==> src/rtl/instruction_fetch.sv <==
// Instruction fetch: one outstanding imem read, 2-entry {instruction, pc} FIFO toward decode,
// with branch redirect that squashes the in-flight response.
module instruction_fetch #(
  parameter logic [31:0] RESET_PC     = 32'h0000_0000,
  parameter int          IMEM_LAT_MAX = 1
) (
  input  logic        clk,
  input  logic        reset_n,
  output logic        imem_req,
  output logic [31:0] imem_addr,
  input  logic        imem_ack,
  input  logic [31:0] imem_rdata,
  input  logic        br_taken,
  input  logic [31:0] br_target,
  output logic        ir_valid,
  input  logic        ir_ready,
  output logic [31:0] instruction,
  output logic [31:0] ir_pc
);

  localparam logic [0:0] FETCH   = 1'b0;
  localparam logic [0:0] DISCARD = 1'b1;

  generate
    if (IMEM_LAT_MAX != 1) begin : g_lat_check
      $error("instruction_fetch supports only IMEM_LAT_MAX == 1");
    end
  endgenerate

  logic [0:0]       state;
  logic [31:0]      fetch_pc;
  logic [31:0]      hold_addr;
  logic             pending;
  logic [1:0][31:0] fifo_instr;
  logic [1:0][31:0] fifo_pc;
  logic             rd_ptr;
  logic             wr_ptr;
  logic [1:0]       count;

  logic        req_int;
  logic        ack_v;
  logic        push;
  logic        pop;
  logic [31:0] target;

  // A presented-but-unacked request is latched so address stays frozen across redirects.
  assign req_int   = pending || (state == FETCH && count != 2'd2);
  assign imem_req  = reset_n && req_int;
  assign imem_addr = pending ? hold_addr : fetch_pc;

  assign ir_valid    = reset_n && (count != 2'd0);
  assign instruction = reset_n ? fifo_instr[rd_ptr] : 32'h0;
  assign ir_pc       = reset_n ? fifo_pc[rd_ptr]    : 32'h0;

  assign ack_v  = imem_req && imem_ack;
  assign push   = ack_v && (state == FETCH) && !br_taken;
  assign pop    = ir_valid && ir_ready && !br_taken;
  assign target = br_target & 32'hFFFF_FFFC;

  always_ff @(posedge clk) begin
    if (!reset_n) begin
      state      <= FETCH;
      fetch_pc   <= RESET_PC;
      hold_addr  <= 32'h0;
      pending    <= 1'b0;
      fifo_instr <= '0;
      fifo_pc    <= '0;
      rd_ptr     <= 1'b0;
      wr_ptr     <= 1'b0;
      count      <= 2'd0;
    end else begin
      pending <= imem_req && !imem_ack;
      if (imem_req) hold_addr <= imem_addr;
      if (br_taken) begin
        fetch_pc <= target;
        count    <= 2'd0;
        rd_ptr   <= 1'b0;
        wr_ptr   <= 1'b0;
        state    <= (imem_req && !imem_ack) ? DISCARD : FETCH;
      end else begin
        if (state == DISCARD && ack_v) state <= FETCH;
        if (push) begin
          fifo_instr[wr_ptr] <= imem_rdata;
          fifo_pc[wr_ptr]    <= imem_addr;
          wr_ptr             <= ~wr_ptr;
          fetch_pc           <= imem_addr + 32'd4;
        end
        if (pop) rd_ptr <= ~rd_ptr;
        case ({push, pop})
          2'b10:   count <= count + 2'd1;
          2'b01:   count <= count - 2'd1;
          default: count <= count;
        endcase
      end
    end
  end

endmodule

==> config.mk <==
export PLATFORM = sky130hd
export DESIGN_NAME = instruction_fetch
export DESIGN_NICKNAME = d
export VERILOG_FILES = /design/src/rtl/instruction_fetch.sv
export SDC_FILE = /design/constraint.sdc
export NUM_CORES = 1
export LEC_CHECK = 0
export CORE_MARGIN = 5
export CORE_UTILIZATION = 54
export DETAILED_ROUTE_END_ITERATION = 8
export PLACE_DENSITY = 0.81
export SLEW_MARGIN = 40
export SYNTH_ARGS = -nofsm -noshare
export SYNTH_HDL_FRONTEND = slang
export SYNTH_SLANG_ARGS = --single-unit
==> constraint.sdc <==
create_clock -name clk -period 3.9 [get_ports clk]
set_clock_uncertainty 0.1 [all_clocks]
set_input_delay 0.975 -clock clk [delete_from_list [all_inputs] [get_ports clk]]
set_output_delay 0.975 -clock clk [all_outputs]
set_load 0.005 [all_outputs]
After elaboration in Yosys (flattened, before gate mapping)
Cells that the tools add are included.
- bits in registers: 198
- input bits: 69
- $add $sub $neg: 3
- $lt $le $gt $ge: 3
- equal/unequal tests: 3
- muxes and demuxes: 17
- bitwise logic cells: 5
- reduce and logical (&&, ||, !) cells: 20
- operators with widths (cell ; number):
    32-bit 2-to-1 mux ; 10
    64-bit bitwise mux ; 2
    32-bit by 3-bit adder with 32-bit output, second input constant ; 1
    32-bit demux with 1-bit select ; 1
    1-bit logical AND ; 11
    2-bit nonzero test ; 4
    1-bit inverter ; 5
    1-bit by 2-bit less-than comparator with 1-bit output, second input constant ; 2
    2-bit one-hot mux with 2 select lines ; 1
    1-bit 2-to-1 mux ; 3
    2-bit by 1-bit adder with 2-bit output, second input constant ; 1
    2-bit by 1-bit equality test with 1-bit output, second input constant ; 1
    2-bit equality test, second input constant ; 1
    1-bit logical NOT ; 2
    2-bit != test, second input constant ; 1
    2-bit AND reduction ; 1
    2-bit OR reduction ; 1
    2-bit by 1-bit subtractor with 2-bit output, second input constant ; 1
    1-bit greater-or-equal comparator, second input constant ; 1
    1-bit logical OR ; 1

Longest topological paths before layout
Gate-level depths: netlist of the first run.
- word-level depth: 9
- gate-level depth with buffers: 14

Worst setup path after synthesis of the first run
No wires, ideal clock.
- kind: in2reg
- start point: input port br_taken
- end point: register count[1]
- arrival: 2.906 ns
- data required time: 3.729 ns
- path slack: 0.823 ns
- stages on the path: 9
- path through: clkbuf_1 -> nand2b_1 -> clkbuf_1 -> nor3_1 -> clkbuf_1 -> inv_1 -> ha_1 -> or3_1 -> a21oi_1
- longest elaborated chain between the ends: 4
- ends and longest elaborated chain (what ; RTL line ; source):
    start: declaration ; 13 ; input logic br_taken,
    1-bit logical NOT ; 56, 57 ;
    1-bit logical AND (on tied branches) ; 57, 56 ;
    2-bit by 1-bit equality test with 1-bit output or 2-bit equality test (tied branches) ; 89 ; case ({push, pop})
    2-bit one-hot mux with 2 select lines or 2-bit nonzero test (tied branches) ; - ;
    end signal: assignment ; 90 ; 2'b10: count <= count + 2'd1;
    end signal: assignment ; 91 ; 2'b01: count <= count - 2'd1;
    end signal: assignment ; 92 ; default: count <= count;
    end: declaration ; 38 ; logic [1:0] count;
Parallel ways exist; a longest one is shown, timed or not.
A chain may end at the register's enable or synchronous reset.

Worst setup path after layout of the first run
- start point: register pending
- end point: output port imem_addr[23]
- longest elaborated chain between the ends: 1
- ends and longest elaborated chain (what ; RTL line ; source):
    start: declaration ; 33 ; logic pending;
    start signal: assignment ; 72 ; pending <= imem_req && !imem_ack;
    32-bit 2-to-1 mux ; 49 ; assign imem_addr = pending ? hold_addr : fetch_pc;
    end: declaration ; 10 ; output logic [31:0] imem_addr,
Every way passes these cells.

==> results of run 1 <==
[cell type report]
type | instances | area [um^2]
Clock inverter | 14 | 140
Multi-Input combinational cell | 809 | 5400
Tap cell | 229 | 287
Sequential cell | 198 | 3970
Inverter | 36 | 135
Timing Repair Buffer | 203 | 2030
Clock buffer | 18 | 439
Fill cell | 1469 | 5620
[worst max-delay path by stage]
| stage | startpoint | endpoint | slack (ns) | depth (start not counted) |
|---|---|---|---|---|
| 5_1_grt | pending | imem_addr[23] | 0.30 | 4 |
| 2_1_floorplan | br_taken | count[1] | 0.82 | 9 |
| 6_report | pending | imem_addr[23] | 0.42 | 4 |
| 4_1_cts | pending | imem_addr[23] | 0.41 | 4 |
| 3_5_place_dp | reset_n | fifo_instr[33] | 0.45 | 9 |
| 3_3_place_gp | reset_n | ir_valid | 0.51 | 4 |
[cell usage in the layout (no fill, tap or decap), drive strengths merged, types with 4 or more instances in the layout]
cell / instances
nand2: 287
dfxtp: 198
clkdlybuf4s50: 162
o211a: 98
mux2i: 98
a21boi: 66
nor2b: 66
inv: 43
buf: 41
o21ai: 38
clkbuf: 18
a21oi: 14
nor2: 13
nand3: 13
a32o: 12
xnor2: 12
or3: 10
nand4: 9
nand4b: 6
and2: 6
a22o: 5
nand2b: 5
nand3b: 5
a211oi: 4
o31ai: 4
or4: 4
a31oi: 4
o311ai: 4
clkinv: 4
nor3: 4
[critical path: stages, from the launching register on]
cell	delay (ns)
dfxtp_2	0.52
buf_12	0.27
mux2i_1	0.61
inv_1	0.08
clkdlybuf4s50_1	0.47
[sequential cells by signal, summed over array words and instances, names as in the netlist]
name / cells
count: 2
fetch_pc: 32
fifo_instr: 64
fifo_pc: 64
hold_addr: 32
pending: 1
rd_ptr: 1
state: 1
wr_ptr: 1
[power by group through the flow]
stage	clock network [mW]	logic [mW]	registers [mW]
2_1_floorplan	0	0.342	2.20
3_3_place_gp	0	0.590	2.21
3_5_place_dp	0	0.599	2.22
4_1_cts	1.77	0.604	2.17
5_1_grt	1.86	0.658	2.18
6_report	1.74	0.604	2.17
[metal layers]
layer / share of wire / GRT usage
met5: 0 / 0
met3: 0.059 / 0.0402
met4: 0.014 / 0.0583
met1: 0.45 / 0.313
met2: 0.47 / 0.375
[cell usage after synthesis (5+ instances only)]
library cell  instances  area (um^2)
buf_2                16         80.1
nand2b_1              5         31.3
inv_1                35          131
nand2_1             287         1080
mux2i_1              98          981
a21oi_1              11         55.1
a22o_1                5         43.8
nor2b_1              66          413
nor2_1               13         48.8
o21ai_0              37          185
or3_1                10         62.6
buf_1                10         37.5
nand4_1               6         37.5
a21boi_0             66          495
dfxtp_1             198         3960
o211a_1              98          981
xnor2_1              12          105
and2_1                5         31.3
nand3_1              13         65.1
clkbuf_1             59          221
a32o_1               12          120
[through the flow]
stage	utilization	worst slack (ns)
after floorplan	-	0.823
after global placement	0.656	0.512
after detailed placement	0.656	0.447
after CTS	0.688	0.405
after global routing	0.688	0.305
final	0.688	0.421
[kinds of logic after synthesis]
kind of cell / share of synthesized area
adders and majority gates: 0.00253
muxes: 0.0991
xor gates and xnor gates: 0.0124
buffers and inverters: 0.0560
AOI/OAI and AO/OA: 0.219
and+or+nand+nor: 0.210
DFF: 0.401
==> flow_summary.yaml, run 1 <==
detailed_routing:
  drc_errors: 0
  via_count: 8558
  wl_per_cell_um: 16.4
  ant_nets: 0
  vias_per_cell: 5.68
  routed_wl_mm: 24.7
  detail_route.first_pass.iterations: 5
  drt_iter0_drc: 580
global_route:
  grt_max_degree: 67
  antenna_found_initial: 0
  grt-ovfl-total: 0
  track_usage: 0.228
  grt_first_pass_wirelength_mm: 41.0
  grt_pass1_vias: 8129
logic_synthesis:
  postSynthAreaPerCell_um2: 8.72
  ys_seq_area_frac: 0.401
  yosysWarnings: 0
  synth-edff-count: 0
  syn_area_mm2: 0.00989
  synth_ff_type: "dfxtp_1"
  syn_nets: 1206
  synth-seq-cells: 198
  synth.distinct_cells: 59
  async_reset_ff_frac: 0
  syn_inst: 1135
cells_and_area:
  nNetsFinal: 1336
  antenna_cells: 0
  drive_above_1_share: 0.0743
  instances_no_fill: 1507
  final_area_mm2: 0.0124
  area_delta_synth_final_pct: 25.3
worst_setup_path:
  critical_path.startpoint_type: "flop"
  crit_type: "flop to output pin"
  r2r-end: "fetch_pc[30]"
  endpoint_kind: "output pin"
  reg2regPathDepth: 7
  r2r_start: "pending"
  cp_max_fo: 35
  rrSetupSlack_ns: 1.06
  cp.arrival_ns: 2.40
  worst_ep_required_time_ns: 2.82
worst_hold_path:
  hold_path.class: "flop to flop"
  holdCritStartpoint: "fifo_instr[20]"
  hold_depth: 2
  worstHoldEndpoint: "fifo_instr[20]"
pwr:
  clkPwrFrac: 0.385
  switchingPower_mw: 1.18
  total_power_mw: 4.51
  intPower_mw: 3.33
  combPwrFrac: 0.134
  p_sw_frac: 0.262
  vdd_ir_drop_max_mv: 0.318
  p_leak_nw: 5.58
  power_density_mw_per_mm2: 364
  power_frac_seq: 0.481
clocking:
  cts_hold_buf: 0
  cts-root-buf: "clkbuf_16"
  clkSinkCount: 198
  cts_tree: "yes"
  htree_levels: 4
  cts.path.max_buffers: 2
  post_cts_buffers: 0
  insertion_delay_ns: 0.43
  cts.reportedPaths.clkPinSlew_ns: 0.07
  cts_resized: 0
  cts_buffers: 17
timing:
  finalSetupTns_ns: 0
  setup_viol_count_final: 0
  relSlewSlack: 0.552
  clock.fmax_ghz: 0.287
  hold_slack_ns: 0.363
  tightestPinTransition_ns: 0.654
  rsz0062_at_grt: "no"
  layout_min_cycle_time_ns: 3.48
  post-route-period-util: 0.892
  finalHoldViolations: 0
  drv_slew: 0
placed_design:
  numPortBuffers: 164
  placed_area_mm2: 0.0118
  routabilityCongestion: 0.846
  dp_cells: 1475
  dpl.hpwl_mm: 16.5
floorplanning:
  initial_utilization: 0.549
  die_w_um: 145
  die_y_um: 145
  row_count: 49
  num_io_pins: 167
  die-area_mm2: 0.0211
  core_area_mm2: 0.0180
job:
  timing.max_cap.violations: 0
run_status:
  status: "complete, no violations"
Note: power is estimated with default switching activity, not from simulation.
==> inputs of run 2 (changes only) <==
--- a/config.mk
+++ b/config.mk
@@ -9,6 +9,7 @@
 export CORE_UTILIZATION = 54
 export DETAILED_ROUTE_END_ITERATION = 8
 export PLACE_DENSITY = 0.81
+export SKIP_CTS_REPAIR_TIMING = 1
 export SLEW_MARGIN = 40
 export SYNTH_ARGS = -nofsm -noshare
 export SYNTH_HDL_FRONTEND = slang
==> results of run 2 <==
The final DEF is identical to that of run 1; final timing and power are the same.
